## src/rtl/writeback_queue.sv

```systemverilog
`default_nettype none
// ============================================================================
//  Module      : writeback_queue
//  Description : Circular queue of pending register-file writes. Accepted
//                requests drain to the register file in acceptance order, one
//                per cycle, unless drain_hold is asserted. Two read ports are
//                checked against all pending entries for hazard detection.
//                Optional macro WBQ_BYPASS_EN adds newest-match data outputs.
//  Revision    : 1.0 - initial release
// ============================================================================
module writeback_queue #(
    parameter int DEPTH = 4
) (
    input  logic                     clock,
    input  logic                     reset,
    input  logic                     in_valid,
    output logic                     in_ready,
    input  logic [4:0]               in_wa,
    input  logic [31:0]              in_wd,
    input  logic                     drain_hold,
    output logic                     we,
    output logic [4:0]               wa,
    output logic [31:0]              wd,
    input  logic [4:0]               ra0,
    input  logic [4:0]               ra1,
    output logic                     pend0,
    output logic                     pend1,
    output logic [$clog2(DEPTH):0]   count,
    output logic                     empty,
    output logic                     full
`ifdef WBQ_BYPASS_EN
    ,
    output logic [31:0]              byp0_data,
    output logic [31:0]              byp1_data
`endif
);

    localparam int c_PTR_W = $clog2(DEPTH);

    logic [4:0]          r_wa_mem [DEPTH];
    logic [31:0]         r_wd_mem [DEPTH];
    logic [c_PTR_W-1:0]  r_head;
    logic [c_PTR_W-1:0]  r_tail;
    logic [c_PTR_W:0]    r_count;

    logic                w_push;
    logic                w_pop;
    logic [c_PTR_W-1:0]  w_scan_idx;

    assign count    = r_count;
    assign empty    = (r_count == '0);
    assign full     = (r_count == (c_PTR_W+1)'(DEPTH));
    assign in_ready = !full && !reset;
    assign we       = !empty && !drain_hold;
    assign wa       = empty ? 5'd0  : r_wa_mem[r_head];
    assign wd       = empty ? 32'd0 : r_wd_mem[r_head];

    // Writes to address 0 complete the handshake but are never stored.
    assign w_push   = in_valid && in_ready && (in_wa != 5'd0);
    assign w_pop    = we;

    // Entry storage: intentionally not cleared by reset.
    always_ff @(posedge clock) begin
        if (w_push) begin
            r_wa_mem[r_tail] <= in_wa;
            r_wd_mem[r_tail] <= in_wd;
        end
    end

    // Pointer and occupancy bookkeeping; pointers wrap naturally (power of two).
    always_ff @(posedge clock) begin
        if (reset) begin
            r_head  <= '0;
            r_tail  <= '0;
            r_count <= '0;
        end else begin
            if (w_push) begin
                r_tail <= r_tail + 1'b1;
            end
            if (w_pop) begin
                r_head <= r_head + 1'b1;
            end
            case ({w_push, w_pop})
                2'b10:   r_count <= r_count + 1'b1;
                2'b01:   r_count <= r_count - 1'b1;
                default: r_count <= r_count;
            endcase
        end
    end

    // Scan valid entries oldest-to-newest; the last hit is the newest match.
    always_comb begin
        pend0      = 1'b0;
        pend1      = 1'b0;
        w_scan_idx = '0;
`ifdef WBQ_BYPASS_EN
        byp0_data  = 32'd0;
        byp1_data  = 32'd0;
`endif
        for (int k = 0; k < DEPTH; k++) begin
            w_scan_idx = r_head + k[c_PTR_W-1:0];
            if (k[c_PTR_W:0] < r_count) begin
                if ((ra0 != 5'd0) && (r_wa_mem[w_scan_idx] == ra0)) begin
                    pend0 = 1'b1;
`ifdef WBQ_BYPASS_EN
                    byp0_data = r_wd_mem[w_scan_idx];
`endif
                end
                if ((ra1 != 5'd0) && (r_wa_mem[w_scan_idx] == ra1)) begin
                    pend1 = 1'b1;
`ifdef WBQ_BYPASS_EN
                    byp1_data = r_wd_mem[w_scan_idx];
`endif
                end
            end
        end
    end

endmodule
`default_nettype wire
```

## config.mk

```make
export PLATFORM = sky130hd
export DESIGN_NAME = writeback_queue
export DESIGN_NICKNAME = d
export VERILOG_FILES = /design/src/rtl/writeback_queue.sv
export SDC_FILE = /design/constraint.sdc
export NUM_CORES = 1
export LEC_CHECK = 0
export BUFFER_PORTS_ARGS = -buffer_cell sky130_fd_sc_hd__buf_2
export CAP_MARGIN = 20
export CELL_PAD_IN_SITES_DETAIL_PLACEMENT = 1
export CELL_PAD_IN_SITES_GLOBAL_PLACEMENT = 2
export CORE_ASPECT_RATIO = 0.6
export CORE_MARGIN = 10
export CORE_UTILIZATION = 44
export CTS_BUF_LIST = sky130_fd_sc_hd__clkbuf_8
export DETAILED_ROUTE_END_ITERATION = 7
export PLACE_DENSITY_LB_ADDON = 0.1
export SYNTH_ARGS = -nofsm -noshare
export SYNTH_HDL_FRONTEND = slang
export SYNTH_SLANG_ARGS = --single-unit
```

## constraint.sdc

```tcl
create_clock -name clock -period 3.1 [get_ports clock]
set_clock_uncertainty 0.15 [all_clocks]
set_input_delay 0 -clock clock [delete_from_list [all_inputs] [get_ports clock]]
set_output_delay 0 -clock clock [all_outputs]
set_load 0.02 [all_outputs]
```

Word level (Yosys, flattened, before mapping)
Memory sizes are Yosys's and may differ from the RTL's. A register that Yosys moved wholly into a read port is not among the register bits.
Cells that the tools add are included.
- register bits after elaboration: 7
- memory bits (writable): 148
- input port bits: 51
- output and inout port bits: 46
- word-level logic and storage cells: 72
- memories kept: 2
- memories (memory ; words ; width ; read ports ; clocked after Yosys merged registers in ; wr ports ; line ; RTL):
    r_wd_mem ; 4 ; 32 ; 1 ; 1 ; 1 ; 41 ; logic [31:0] r_wd_mem [DEPTH];
    r_wa_mem ; 4 ; 5 ; 4 ; 1 ; 1 ; 40 ; logic [4:0] r_wa_mem [DEPTH];
- add/sub/neg operators: 6
- magnitude comparators: 4
- equal/unequal tests: 11
- multiplexer cells: 25
- reductions and logical operators: 21
- operators by type and width (operator ; number):
    $eq 5x5->1 ; 8
    $mux 32 ; 1
    $mux 1 ; 18
    $reduce_bool 5->1 ; 3
    $logic_and 1x1->1 ; 12
    $mux 2 ; 4
    $lt 1x3->1 const A ; 2
    $lt 2x3->1 const A ; 2
    $pmux 3 s2 ; 1
    $mux 5 ; 1
    $add 2x1->2 const B ; 2
    $add 2x2->2 const B ; 2
    $logic_not 1->1 ; 4
    $add 3x1->3 const B ; 1
    $eq 3x3->1 const B ; 1
    $logic_not 3->1 ; 1
    $sub 3x1->3 const B ; 1
    $eq 2x1->1 const B ; 1
    $eq 2x2->1 const B ; 1
    $reduce_bool 2->1 ; 1

Longest topological paths before layout
- word-level depth: 10
- gate-level depth with buffers: 11
- mapped depth without buffers: 11

Worst setup path after synthesis
No wires, ideal clock.
- path type: reg-to-reg
- start point: reg r_count[0] (netlist: count[0])
- end point: mem r_wa_mem[1][0], enable pin
- setup time: 398 ps
- arrival: 2846 ps
- required time: 2552 ps
- path slack: -293 ps
- stages on the path, launching flop included: 8
- buffers on the path: 0
- period minus slack after synthesis: 3393 ps
- path through: dfxtp_1 > inv_1 > ha_1 > and2_1 > nor2_1 > nand2_1 > a21oi_1 > and2_1
- longest elaborated chain between the ends: 7
- RTL lines (element ; line ; RTL):
    start: declaration ; 44 ; logic [c_PTR_W:0] r_count;
    start signal: assignment ; 84 ; 2'b10: r_count <= r_count + 1'b1;
    start signal: assignment ; 85 ; 2'b01: r_count <= r_count - 1'b1;
    start signal: assignment ; 86 ; default: r_count <= r_count;
    $eq 3x3->1 ; 52 ; assign full = (r_count == (c_PTR_W+1)'(DEPTH));
    net full ; 30 ; output logic full
    $logic_not 1->1 ; 53 ; assign in_ready = !full && !reset;
    $logic_and 1x1->1 ; 53 ;
    net in_ready ; 17 ; output logic in_ready,
    $logic_and 1x1->1 (2 in a row) ; 59 ; assign w_push = in_valid && in_ready && (in_wa != 5'd0);
    $mux 1 ; 64 ; if (w_push) begin
    $mux 1 (not written as such) ; 65 ; r_wa_mem[r_tail] <= in_wa;
    end: declaration ; 40 ;
The timed path passes the listed nets, and every way through them passes these cells.

Worst setup path after layout
- start point: reg r_head[0]
- end point: out pend0
- longest elaborated chain between the ends: 10
- elaborated cells on any way between the ends: 16
- those cells by class: add/sub (3); eq/ne (3); mux (6); reduce/logical (3); memory (1)
- RTL lines (element ; line ; RTL):
    start: declaration ; 42 ; logic [c_PTR_W-1:0] r_head;
    start signal: assignment ; 81 ; r_head <= r_head + 1'b1;
    $add 2x1->2 ; 101 ; w_scan_idx = r_head + k[c_PTR_W-1:0];
    $mem_v2 4x5 (*) ; -- ;
    $eq 5x5->1 ; 103 ; if ((ra0 != 5'd0) && (r_wa_mem[w_scan_idx] == ra0)) begin
    $logic_and 1x1->1 ; 103 ;
    $mux 1 ; 103 ;
    $mux 1 ; 102 ; if (k[c_PTR_W:0] < r_count) begin
    $mux 1 ; 103 ;
    $mux 1 ; 102 ;
    $mux 1 ; 103 ;
    $mux 1 (*) ; 102 ;
    end: declaration ; 26 ; output logic pend0,
Mark *: on every way between the ends. The rest lies on a longest branch, timed or not.

==> report_table.html <==
<table>
<tr><th>Metric</th><th>Value</th></tr>
<tr><th colspan="2">Run status</th></tr>
<tr><td>Status</td><td>complete, no violations</td></tr>
<tr><th colspan="2">Yosys</th></tr>
<tr><td>Register area share after synthesis</td><td>65.3%</td></tr>
<tr><td>Simple-gate portion of the synthesized area</td><td>6.82%</td></tr>
<tr><td>Top cells by area, synth</td><td>sky130_fd_sc_hd__edfxtp_1 (63%), sky130_fd_sc_hd__mux4_2 (12%), sky130_fd_sc_hd__xnor2_1 (4.3%)</td></tr>
<tr><td>Post-Syn Area</td><td>7080 µm²</td></tr>
<tr><td>Number of enable-type register cells in the synthesized netlist</td><td>148</td></tr>
<tr><td>Post-synth top area share</td><td>62.8%</td></tr>
<tr><td>Flops &amp; latches, synth</td><td>approximately 160</td></tr>
<tr><td>Area leader, netlist</td><td>sky130_fd_sc_hd__edfxtp_1</td></tr>
<tr><td>Compound-cell area share of the yosys netlist</td><td>1.66%</td></tr>
<tr><td>Warnings, synthesis</td><td>0</td></tr>
<tr><td>Mean instance size in the synthesized netlist</td><td>approximately 17 µm²</td></tr>
<tr><td>Parity-gate share of the synthesized area counting xor and xnor cells</td><td>under 10%</td></tr>
<tr><td>Number of nets in the synthesized netlist</td><td>477</td></tr>
<tr><td>Synthesized instance count</td><td>417</td></tr>
<tr><td>Proportion of synthesized area in mux cells</td><td>approximately 17%</td></tr>
<tr><td>Ys flop type</td><td>sky130_fd_sc_hd__edfxtp_1</td></tr>
<tr><td>Dominant combinational cell family by area after synthesis</td><td>multiplexers</td></tr>
<tr><td>Number of different library cells in the post-synthesis netlist</td><td>38</td></tr>
<tr><td>Adder and majority cell fraction of the synthesized area</td><td>1.59%</td></tr>
<tr><td>Async S/R FF share, synth</td><td>0%</td></tr>
<tr><th colspan="2">Min path</th></tr>
<tr><td>Startpoint of the most critical hold path</td><td>in_wd[9]</td></tr>
<tr><td>Endpoint of the worst hold-timing path</td><td>r_wd_mem[0][9]$_DFFE_PP_</td></tr>
<tr><td>Hold Path Depth</td><td>2</td></tr>
<tr><td>Type of the worst min-delay path</td><td>primary input to flop</td></tr>
<tr><th colspan="2">Cells and area</th></tr>
<tr><td>Final standard cell area without fillers</td><td>just under 9000 µm²</td></tr>
<tr><td>Final nets</td><td>a little over 600</td></tr>
<tr><td>Number of inserted diodes</td><td>0</td></tr>
<tr><td>Number of standard cells in the layout, taps in and fillers out</td><td>777</td></tr>
<tr><td>Filler cell count in the final layout</td><td>between 1,000 and 1,500</td></tr>
<tr><td>Layout cells sized above 1</td><td>35.4%</td></tr>
<tr><td>Area overhead of the layout relative to synthesis</td><td>23.3%</td></tr>
<tr><th colspan="2">Global route</th></tr>
<tr><td>Global routing usage summed across all routing layers</td><td>~16%</td></tr>
<tr><td>Overflow left after global routing</td><td>0</td></tr>
<tr><td>Initial antenna violation count</td><td>0</td></tr>
<tr><td>Global-route wire length before repair</td><td>27.0 mm</td></tr>
<tr><td>Vias in the first global route</td><td>4,667</td></tr>
<tr><td>Pin count of the biggest net entering global routing</td><td>39</td></tr>
<tr><th colspan="2">Placed design</th></tr>
<tr><td>Dpl ws</td><td>0.399 ns</td></tr>
<tr><td>Port Buffer Count</td><td>96</td></tr>
<tr><td>Post-DP Area</td><td>7890 µm²</td></tr>
<tr><td>Final estimated routing congestion in global placement</td><td>about 0.86</td></tr>
<tr><td>DPL Wire Length</td><td>12.1 mm</td></tr>
<tr><td>Total placed cells including tap cells</td><td>705</td></tr>
<tr><th colspan="2">Clock network</th></tr>
<tr><td>Worst skew pair latency</td><td>approximately 0.45 ns</td></tr>
<tr><td>Number of H-tree branching levels</td><td>4</td></tr>
<tr><td>Number of sinks on the clock net</td><td>157</td></tr>
<tr><td>Clock Pin Slew Worst Setup and Hold Paths</td><td>around 0.1 ns</td></tr>
<tr><td>TritonCTS clock tree</td><td>yes</td></tr>
<tr><td>Root buf cell</td><td>sky130_fd_sc_hd__clkbuf_8</td></tr>
<tr><td>Number of CTS-inserted buffers</td><td>17</td></tr>
<tr><td>Maximum root-to-sink buffer count</td><td>2</td></tr>
<tr><th colspan="2">Critical path</th></tr>
<tr><td>Critical path launch point type</td><td>flop</td></tr>
<tr><td>Worst Reg-to-Reg Cells</td><td>9</td></tr>
<tr><td>Critical path arrival</td><td>2.75 ns</td></tr>
<tr><td>CP cell instances</td><td>buf_6 &gt; mux2i_2 &gt; xnor2_1 &gt; nor4_1 &gt; a22oi_1 &gt; o32ai_2 &gt; a211oi_1 &gt; nor4_1 &gt; buf_2</td></tr>
<tr><td>Critical-path maximum fanout</td><td>17</td></tr>
<tr><td>Most frequent cell on the critical path</td><td>sky130_fd_sc_hd__nor4_1</td></tr>
<tr><td>Register-to-register setup slack</td><td>0.41 ns</td></tr>
<tr><td>Slowest-stage cell, CP</td><td>sky130_fd_sc_hd__mux2i_2</td></tr>
<tr><td>Worst r2r dst</td><td>r_wd_mem[3][30]$_DFFE_PP_</td></tr>
<tr><td>Reg-to-reg startpoint</td><td>count[0]$_SDFFE_PP0P_</td></tr>
<tr><td>Endpoint required time on the critical path</td><td>2.95 ns</td></tr>
<tr><td>Worst setup EP type</td><td>primary output</td></tr>
<tr><td>Slowest stage delay, CP</td><td>between 0.3 and 0.4 ns</td></tr>
<tr><td>Crit Path Class</td><td>flop to primary output</td></tr>
<tr><th colspan="2">STA</th></tr>
<tr><td>Worst Tran Pin Value</td><td>0.583 ns</td></tr>
<tr><td>Final hold vios</td><td>0</td></tr>
<tr><td>Tmin final</td><td>2.90 ns</td></tr>
<tr><td>Headroom to the max-slew limit</td><td>about three fifths</td></tr>
<tr><td>Number of pins exceeding their max-slew limit in the final report</td><td>0</td></tr>
<tr><td>Post-Route Setup TNS</td><td>0 ns</td></tr>
<tr><td>Share of the clock period used by the worst path after layout</td><td>93.6%</td></tr>
<tr><td>Setup slack of the critical path after layout</td><td>~0.2 ns</td></tr>
<tr><td>Max frequency</td><td>around 0.34 GHz</td></tr>
<tr><td>Setup violators final</td><td>0</td></tr>
<tr><td>RSZ-0062 raised after global routing</td><td>no</td></tr>
<tr><th colspan="2">Route</th></tr>
<tr><td>Antenna violation net count after detailed routing</td><td>0</td></tr>
<tr><td>Post-detailed-route wirelength per cell</td><td>between 20 and 25 µm</td></tr>
<tr><td>DRT iter0 DRCs</td><td>about 300</td></tr>
<tr><td>Vias per cell</td><td>between 5 and 6</td></tr>
<tr><td>Iteration count of the initial detailed-routing pass</td><td>4</td></tr>
<tr><td>Total met3 wirelength after detailed routing</td><td>1.14 mm</td></tr>
<tr><td>Met2 layer wire length in the routed design</td><td>7.56 mm</td></tr>
<tr><td>DRC errors left</td><td>0</td></tr>
<tr><td>Total via count after detailed routing</td><td>between 4,000 and 5,000</td></tr>
<tr><td>Highest routed layer</td><td>met4</td></tr>
<tr><td>Total wire length</td><td>17.2 mm</td></tr>
<tr><td>Routed met1 length</td><td>approximately 8.4 mm</td></tr>
<tr><th colspan="2">Floorplan</th></tr>
<tr><td>Number of core rows</td><td>35</td></tr>
<tr><td>Total Die Area</td><td>around 22,000 µm²</td></tr>
<tr><td>Die X-Extent</td><td>184 µm</td></tr>
<tr><td>Die boundary height</td><td>118 µm</td></tr>
<tr><td>Placeable Area</td><td>approximately 16,000 µm²</td></tr>
<tr><td>Starting Density</td><td>45.5%</td></tr>
<tr><td>Ports</td><td>97</td></tr>
<tr><th colspan="2">Power and ir drop</th></tr>
<tr><td>PwrDens</td><td>about 760 nW/µm²</td></tr>
<tr><td>Total chip power</td><td>6.65 mW</td></tr>
<tr><td>Max VDD drop</td><td>roughly 0.41 mV</td></tr>
<tr><td>Leakage power figure</td><td>~3.0 nW</td></tr>
<tr><th colspan="2">Flow run</th></tr>
<tr><td>Max Cap Viol</td><td>0</td></tr>
</table>
critical path, delay by kind of cell (launching register included):
kind | cells | cell delay (ns)
AND/OR/NAND/NOR | 2 | 0.58
AO/OA/AOI/OAI | 3 | 0.45
buffers and inverters | 2 | 0.45
multiplexers | 1 | 0.35
flip-flops | 1 | 0.34
XOR/XNOR | 1 | 0.14
worst max-delay path by stage:
stage | start | endpoint | cells past startpoint
after floorplan | count[0]$_SDFFE_PP0P_ | r_wa_mem[0][0]$_DFFE_PP_ | 7
after global placement | count[0]$_SDFFE_PP0P_ | r_wd_mem[3][21]$_DFFE_PP_ | 9
after detailed placement | count[0]$_SDFFE_PP0P_ | r_wa_mem[3][3]$_DFFE_PP_ | 9
after CTS | r_head[0]$_SDFFE_PP0P_ | pend0 | 9
after global routing | r_head[0]$_SDFFE_PP0P_ | pend0 | 9
final | r_head[0]$_SDFFE_PP0P_ | pend0 | 9
flip-flops by register name, summed over array words and instances, names as in the netlist, named ones only:
signal	flops
r_tail	2
r_head	2
count	3
r_wd_mem	128
r_wa_mem	20
metrics by stage:
stage / util (%) / hold slack (ns)
floorplan: - / -0.0511
global placement: 50.7 / 0.0633
detailed placement: 50.7 / 0.0705
CTS: 55.9 / 0.121
global route: 56.1 / 0.134
finish: 56.1 / 0.150
where the power goes:
group | switching (mW) | total (mW) | internal [mW]
combinational | 1.49 | 2.56 | 1.08
clock | 0.829 | 1.58 | 0.747
sequential | 0.0933 | 2.51 | 2.42
synth_stat cells (all sizes together), types with 2 or more instances:
cell    instances
a211oi          3
a21oi           4
a311oi          2
and2            6
buf            16
clkbuf         12
dfxtp           9
edfxtp        148
ha              9
inv             5
mux2            5
mux2i          24
mux4           38
nand2           4
nand2b          2
nand3           2
nand4           2
nor2           18
nor2b          36
nor3            8
nor4            4
o21ai           3
or4             2
xnor2          35
xor2           13
cells by family (layout without fill, tap and decap cells):
family                   Yosys count  after routing
XOR/XNOR                          48             48
adder cells (fa/ha/maj)            9              9
multiplexers                      67             67
AND/OR/NAND/NOR                   87             87
buffers and inverters             33            190
flip-flops                       157            157
AO/OA/AOI/OAI                     16             16
cells in the final DEF (no fill, tap or decap), types with 5 or more instances in the layout:
| master | count |
|---|---|
| sky130_fd_sc_hd__nor3_1 | 8 |
| sky130_fd_sc_hd__buf_12 | 5 |
| sky130_fd_sc_hd__xor2_1 | 13 |
| sky130_fd_sc_hd__mux4_2 | 38 |
| sky130_fd_sc_hd__xnor2_1 | 35 |
| sky130_fd_sc_hd__ha_1 | 9 |
| sky130_fd_sc_hd__edfxtp_1 | 148 |
| sky130_fd_sc_hd__inv_1 | 5 |
| sky130_fd_sc_hd__inv_6 | 6 |
| sky130_fd_sc_hd__mux2i_1 | 17 |
| sky130_fd_sc_hd__clkbuf_8 | 17 |
| sky130_fd_sc_hd__nor2b_1 | 35 |
| sky130_fd_sc_hd__buf_2 | 96 |
| sky130_fd_sc_hd__dlygate4sd3_1 | 40 |
| sky130_fd_sc_hd__dfxtp_1 | 7 |
| sky130_fd_sc_hd__nor2_1 | 18 |
| sky130_fd_sc_hd__mux2i_2 | 6 |
| sky130_fd_sc_hd__buf_4 | 11 |
layer usage:
metal | vias up | GRT usage, %
met5 | - | 0
met4 | 0 | 4.74
met3 | 11 | 4.16
met2 | 135 | 23.7
met1 | 2130 | 23.0
li1 | 1885 | -
cell type report:
type	instances	area [µm²]	share of cell area [%]
timing repair buffer	153	1070	12.3
multi-input combinational	227	2340	26.8
sequential	157	4630	53.0
clock buffer	17	234	2.68
clock inverter	15	178	2.04
inverter	5	18.8	0.215
tap	203	254	2.91
what timing repair did:
action	CTS	global route
setup buffers	0	0
gates resized for setup	0	8
hold buffers	40	0
endpoints found under the setup margin	0	2
hold endpoints to repair	157	0
(Power assumes the default switching activity.)
